--- src/rtl/warmboot_sequencer_if.sv ---
// Signal bundle between the board buttons / display / SB_WARMBOOT and the sequencer.
// Buttons are raw levels and image_changed is a one-cycle strobe, so there is no valid/ready handshake.
interface warmboot_sequencer_if;
  logic       btn_inc;
  logic       btn_boot;
  logic [1:0] image;
  logic       image_changed;
  logic       boot_s0;
  logic       boot_s1;
  logic       boot;
  logic       busy;
  logic [1:0] state;

  modport master (
    output btn_inc, btn_boot,
    input  image, image_changed, boot_s0, boot_s1, boot, busy, state
  );

  modport slave (
    input  btn_inc, btn_boot,
    output image, image_changed, boot_s0, boot_s1, boot, busy, state
  );
endinterface

--- src/rtl/warmboot_sequencer.sv ---
// Debounces two push-buttons, cycles the selected warm-boot image and fires
// SB_WARMBOOT after holding S1:S0 stable for SETUP_CYCLES clocks.
module warmboot_sequencer #(
  parameter int DEBOUNCE_CYCLES = 240000,
  parameter int SETUP_CYCLES    = 16,
  parameter int NUM_IMAGES      = 4
) (
  input logic            clk,
  input logic            rst,
  warmboot_sequencer_if.slave bus
);

  localparam int DW = (DEBOUNCE_CYCLES > 1) ? $clog2(DEBOUNCE_CYCLES) : 1;
  localparam int CW = (SETUP_CYCLES > 0) ? $clog2(SETUP_CYCLES + 1) : 1;
  localparam logic [DW-1:0] DB_LAST    = DW'(DEBOUNCE_CYCLES - 1);
  localparam logic [CW-1:0] SETUP_LAST = CW'(SETUP_CYCLES);
  localparam logic [1:0]    IMG_LAST   = 2'(NUM_IMAGES - 1);

  typedef enum logic [1:0] {IDLE = 2'd0, ARM = 2'd1, FIRE = 2'd2} state_t;

  state_t state, state_n;

  // Bit 0 is the increment button, bit 1 the boot button.
  logic [1:0]    raw, sync1, sync2, db, db_prev, ev;
  logic [DW-1:0] db_cnt [2];

  logic [1:0]    image, image_n;
  logic [1:0]    sel, sel_n;
  logic          changed, changed_n;
  logic          boot_r, boot_n;
  logic          busy_r, busy_n;
  logic [CW-1:0] cnt, cnt_n;

  assign raw = {bus.btn_boot, bus.btn_inc};

  always_ff @(posedge clk or posedge rst) begin
    if (rst) begin
      sync1     <= '0;
      sync2     <= '0;
      db        <= '0;
      db_prev   <= '0;
      ev        <= '0;
      db_cnt[0] <= '0;
      db_cnt[1] <= '0;
    end else begin
      sync1   <= raw;
      sync2   <= sync1;
      db_prev <= db;
      ev      <= db & ~db_prev;
      for (int i = 0; i < 2; i++) begin
        if (sync2[i] == db[i]) begin
          db_cnt[i] <= '0;
        end else if (db_cnt[i] == DB_LAST) begin
          db[i]     <= sync2[i];
          db_cnt[i] <= '0;
        end else begin
          db_cnt[i] <= db_cnt[i] + DW'(1);
        end
      end
    end
  end

  always_ff @(posedge clk or posedge rst) begin
    if (rst) begin
      state   <= IDLE;
      image   <= '0;
      sel     <= '0;
      changed <= 1'b0;
      boot_r  <= 1'b0;
      busy_r  <= 1'b0;
      cnt     <= '0;
    end else begin
      state   <= state_n;
      image   <= image_n;
      sel     <= sel_n;
      changed <= changed_n;
      boot_r  <= boot_n;
      busy_r  <= busy_n;
      cnt     <= cnt_n;
    end
  end

  always_comb begin
    state_n = state;
    case (state)
      IDLE:    if (ev[1]) state_n = ARM;
      ARM:     if (cnt == SETUP_LAST) state_n = FIRE;
      FIRE:    state_n = FIRE;
      default: state_n = IDLE;
    endcase
  end

  // Boot takes priority over a same-cycle increment so S1:S0 latches the pre-increment image.
  always_comb begin
    image_n   = image;
    sel_n     = sel;
    changed_n = 1'b0;
    boot_n    = boot_r;
    busy_n    = busy_r;
    cnt_n     = cnt;
    case (state)
      IDLE: begin
        sel_n = image;
        cnt_n = '0;
        if (ev[1]) begin
          busy_n = 1'b1;
        end else if (ev[0] && (NUM_IMAGES > 1)) begin
          image_n   = (image == IMG_LAST) ? 2'd0 : image + 2'd1;
          changed_n = 1'b1;
        end
      end
      ARM: begin
        if (cnt == SETUP_LAST) boot_n = 1'b1;
        else                   cnt_n  = cnt + CW'(1);
      end
      default: ;
    endcase
  end

  assign bus.image         = image;
  assign bus.image_changed = changed;
  assign bus.boot_s1       = sel[1];
  assign bus.boot_s0       = sel[0];
  assign bus.boot          = boot_r;
  assign bus.busy          = busy_r;
  assign bus.state         = state;

endmodule

--- src/flat_wrapper.sv ---
// flat-port wrapper written by rule: the top's interface ports become plain ports
module warmboot_sequencer_flat 
#(
  parameter int DEBOUNCE_CYCLES = 240000,
  parameter int SETUP_CYCLES    = 16,
  parameter int NUM_IMAGES      = 4
)
  (clk, rst, bus_btn_inc, bus_btn_boot, bus_image, bus_image_changed, bus_boot_s0, bus_boot_s1, bus_boot, bus_busy, bus_state);
  warmboot_sequencer_if bus_i ();
  input logic clk;
  input logic rst;
  input wire logic [$bits(bus_i.btn_inc)-1:0] bus_btn_inc;
  input wire logic [$bits(bus_i.btn_boot)-1:0] bus_btn_boot;
  output wire logic [$bits(bus_i.image)-1:0] bus_image;
  output wire logic [$bits(bus_i.image_changed)-1:0] bus_image_changed;
  output wire logic [$bits(bus_i.boot_s0)-1:0] bus_boot_s0;
  output wire logic [$bits(bus_i.boot_s1)-1:0] bus_boot_s1;
  output wire logic [$bits(bus_i.boot)-1:0] bus_boot;
  output wire logic [$bits(bus_i.busy)-1:0] bus_busy;
  output wire logic [$bits(bus_i.state)-1:0] bus_state;
  assign bus_i.btn_inc = bus_btn_inc;
  assign bus_i.btn_boot = bus_btn_boot;
  assign bus_image = bus_i.image;
  assign bus_image_changed = bus_i.image_changed;
  assign bus_boot_s0 = bus_i.boot_s0;
  assign bus_boot_s1 = bus_i.boot_s1;
  assign bus_boot = bus_i.boot;
  assign bus_busy = bus_i.busy;
  assign bus_state = bus_i.state;
  warmboot_sequencer #(.DEBOUNCE_CYCLES(DEBOUNCE_CYCLES), .SETUP_CYCLES(SETUP_CYCLES), .NUM_IMAGES(NUM_IMAGES)) u_core (.clk(clk), .rst(rst), .bus(bus_i));
endmodule
--- config.mk ---
export PLATFORM = sky130hd
export DESIGN_NAME = warmboot_sequencer_flat
export DESIGN_NICKNAME = d
export VERILOG_FILES = /design/src/rtl/warmboot_sequencer_if.sv /design/src/rtl/warmboot_sequencer.sv /design/src/flat_wrapper.sv
export SDC_FILE = /design/constraint.sdc
export NUM_CORES = 1
export LEC_CHECK = 0
export ABC_AREA = 1
export CORE_MARGIN = 2
export CORE_UTILIZATION = 60
export CTS_CLUSTER_SIZE = 40
export DETAILED_ROUTE_END_ITERATION = 8
export PLACE_DENSITY = 0.79
export SLEW_MARGIN = 20
export SYNTH_ARGS = -nofsm -noshare
export SYNTH_HDL_FRONTEND = slang
export SYNTH_SLANG_ARGS = --single-unit
--- constraint.sdc ---
create_clock -name clk -period 3.85 [get_ports clk]
set_clock_uncertainty 0.1 [all_clocks]
set_input_delay 1.155 -clock clk [delete_from_list [all_inputs] [get_ports clk]]
set_output_delay 1.155 -clock clk [all_outputs]
set_load 0.02 [all_outputs]
==> flow_metrics.tcl <==
set metrics [dict create \
    pwr-share-clk 0.455 \
    postSynthAreaPerCell_um2 9.025 \
    place_inst 410 \
    gp_congestion 0.8328 \
    synth_edf_count 0 \
    final_common_cell "dfrtp_1" \
    first_global_vias 2074 \
    rows 25 \
    mostFrequentLayoutCells "dfrtp_1 (60), nand2_1 (57), nor2_1 (49)" \
    cp_max_fo 5 \
    vias 2117 \
    crit_buf_inv 1 \
    tightest_slew_ns 0.5045 \
    netSwitchingFraction 0.2164 \
    rsz0062_at_grt "no" \
    max_stage_delay_ns 0.63 \
    tritoncts "yes" \
    slew_violations 0 \
    worstHoldPathType "reg2reg" \
    dp_hpwl_um 3812 \
    grt_first_pass_wirelength_um 8990 \
    critPathTopFamily "buffers and inverters" \
    final_area_um2 3390 \
    power.switching_w 0.0002704 \
    ys_seq_elements 60 \
    critical_path_class "reg2out" \
    insertedDiodeCount 0 \
    seqPwrFrac 0.515 \
    slowest_stage "clkdlybuf4s50_1" \
    fmax_mhz 379.7 \
    dieArea_um2 5527 \
    period_share 0.6840 \
    grt_max_degree 26 \
    arrival_ns 1.38 \
    endpoint_kind "output port" \
    io_buffers 12 \
    synth_top_area_cell "dfrtp_1" \
    yosysSeqAreaShare 0.5057 \
    synth.top_cell.area_share 0.5057 \
    syn-num-nets 340 \
    yosys_warnings 0 \
    fin_crit_ns 2.633 \
    avgRoutedWirePerCell_um 12.12 \
    numClockSinks 60 \
    max-cap-violations 0 \
    setup_violations 0 \
    post_cts_resized 0 \
    syn2layout_area_growth_pct 14.16 \
    stdcell_count 426 \
    ys_dominant_reg_cell "dfrtp_1" \
    yosys-top-cells-area "dfrtp_1 (51%), nand2_1 (7.2%), nor2_1 (6.2%), inv_1 (4.8%), xor2_1 (4.7%)" \
    core_um2 4755 \
    comb_power_share 0.031 \
    drive_gt1_frac 0.1671 \
    routed_wirelength_um 5161 \
    leakage_nw 1.534 \
    setup_tns_ns 0 \
    cts.clk_slew.worst_paths_ns 0.07 \
    firstDrtPassIters 4 \
    power.density_nw_per_um2 368.6 \
    hold_violations 0 \
    relSlewSlack 0.6620 \
    worst_ir_drop_vdd_v 0.0002973 \
    start_util 0.6245 \
    grt_overflow 0 \
    required_ns 2.59 \
    outcome "completed" \
    place_area_um2 3188 \
    grt_usage 0.2210 \
    cts-root-buf "clkbuf_8" \
    htree_num_levels 3 \
    die_w_um 74.35 \
    drtIter0Drc 92 \
    io_pins 13 \
    ys_types 31 \
    utilization 0.7129 \
    antenna_found_initial 0 \
    clkLatencyLatePin_ns 0.34 \
    synthCells 329 \
    cts_buffer_depth 2 \
    postCtsHoldBufs 0 \
    die_y_um 74.35 \
    post-cts-setup-buffers 0 \
    drc 0 \
    internal_power_w 0.0009790 \
    synth_async_sr_flop_share 1.000 \
    start_kind "flop" \
    cts_made_buffers 9 \
    power.total_w 0.001249 \
    syn-cell-area_um2 2969 \
    viasPerCell 4.969 \
    fin_nets 365 \
    antenna_left 0 \
    n_fill_cell 367 \
    path_cells "clkdlybuf4s50_1" \
]
-- cells in the mapped netlist, types with 2 or more instances --
| cell | instances |
|---|---|
| o22ai_1 | 2 |
| nor3_1 | 6 |
| nand2_1 | 57 |
| nand2_4 | 2 |
| o21ai_0 | 8 |
| nor2_1 | 49 |
| inv_1 | 38 |
| nand4_1 | 3 |
| nor2_4 | 4 |
| inv_2 | 2 |
| o21bai_1 | 2 |
| nor2_2 | 17 |
| o21ai_1 | 2 |
| nor2_8 | 2 |
| xnor2_1 | 5 |
| a21oi_1 | 7 |
| xor2_1 | 16 |
| nor3b_1 | 2 |
| nand3_1 | 22 |
| dfrtp_1 | 60 |
| nand2_2 | 7 |
| ha_1 | 7 |
-- final timing paths --
check | from | to | slack [ns] | cells after the start
setup / recovery | u_core.bus.image[0] | bus_image[0] | 1.22 | 1
hold / removal | u_core.sync1[0] | u_core.sync2[0] | 0.25 | 0
setup reg to reg | u_core.db_cnt[0] | u_core.db_cnt[12] | 2.23 | 6
hold reg to reg | u_core.sync1[0] | u_core.sync2[0] | 0.25 | 0
max in group asynchronous | rst | u_core.sync1[1] | 2.04 | 3
min in group asynchronous | rst | u_core.cnt[2] | 0.99 | 2
-- power by group through the flow --
stage	clock [W]	combinational, W	sequential (W)
after global placement	0	0.0000385	0.000654
after global routing	0.000612	0.0000454	0.000643
final	0.000568	0.0000386	0.000643
after detailed placement	0	0.0000400	0.000655
after CTS	0.000582	0.0000401	0.000643
after floorplan	0	0.0000275	0.000653
-- layer usage --
metal,share of wire,track usage
met1,0.45,0.2641
met5,0,0
met4,0.017,0.08730
met2,0.50,0.3681
met3,0.034,0.07859
-- cell type report --
class | count | area (um2) | share of cell area
multi-input cells | 229 | 1318 | 0.3887
clock buffers | 11 | 151.4 | 0.04467
clock inverters | 5 | 50.05 | 0.01477
flip-flops and latches | 60 | 1501 | 0.4430
well taps | 67 | 83.83 | 0.02473
inverters | 40 | 150.1 | 0.04430
repair buffers | 14 | 135.1 | 0.03987
-- through the flow --
step                setup slack (ns)  hold WS (ns)
finish                         1.217        0.2462
global placement               1.596        0.2335
CTS                            1.192        0.2495
floorplan                      1.110        0.2312
detailed placement             1.571        0.2356
global route                   1.148        0.2544
-- flip-flops by register name (all words and copies together), names as in the netlist --
signal                    cells
u_core.bus.boot               1
u_core.bus.busy               1
u_core.bus.image              2
u_core.bus.image_changed      1
u_core.bus.state              2
u_core.cnt                    5
u_core.db                     2
u_core.db_cnt                36
u_core.db_prev                2
u_core.ev                     2
u_core.sel                    2
u_core.sync1                  2
u_core.sync2                  2
-- kinds of logic after synthesis --
| logic type | Yosys count | share of synthesized area |
|---|---|---|
| flip-flops | 60 | 0.5057 |
| XOR/XNOR | 23 | 0.07290 |
| AO/OA/AOI/OAI | 25 | 0.05268 |
| adder cells (fa/ha/maj) | 7 | 0.02950 |
| buffers and inverters | 40 | 0.05057 |
| AND/OR/NAND/NOR | 174 | 0.2887 |
No activity file was read; power rests on OpenSTA's default activity.
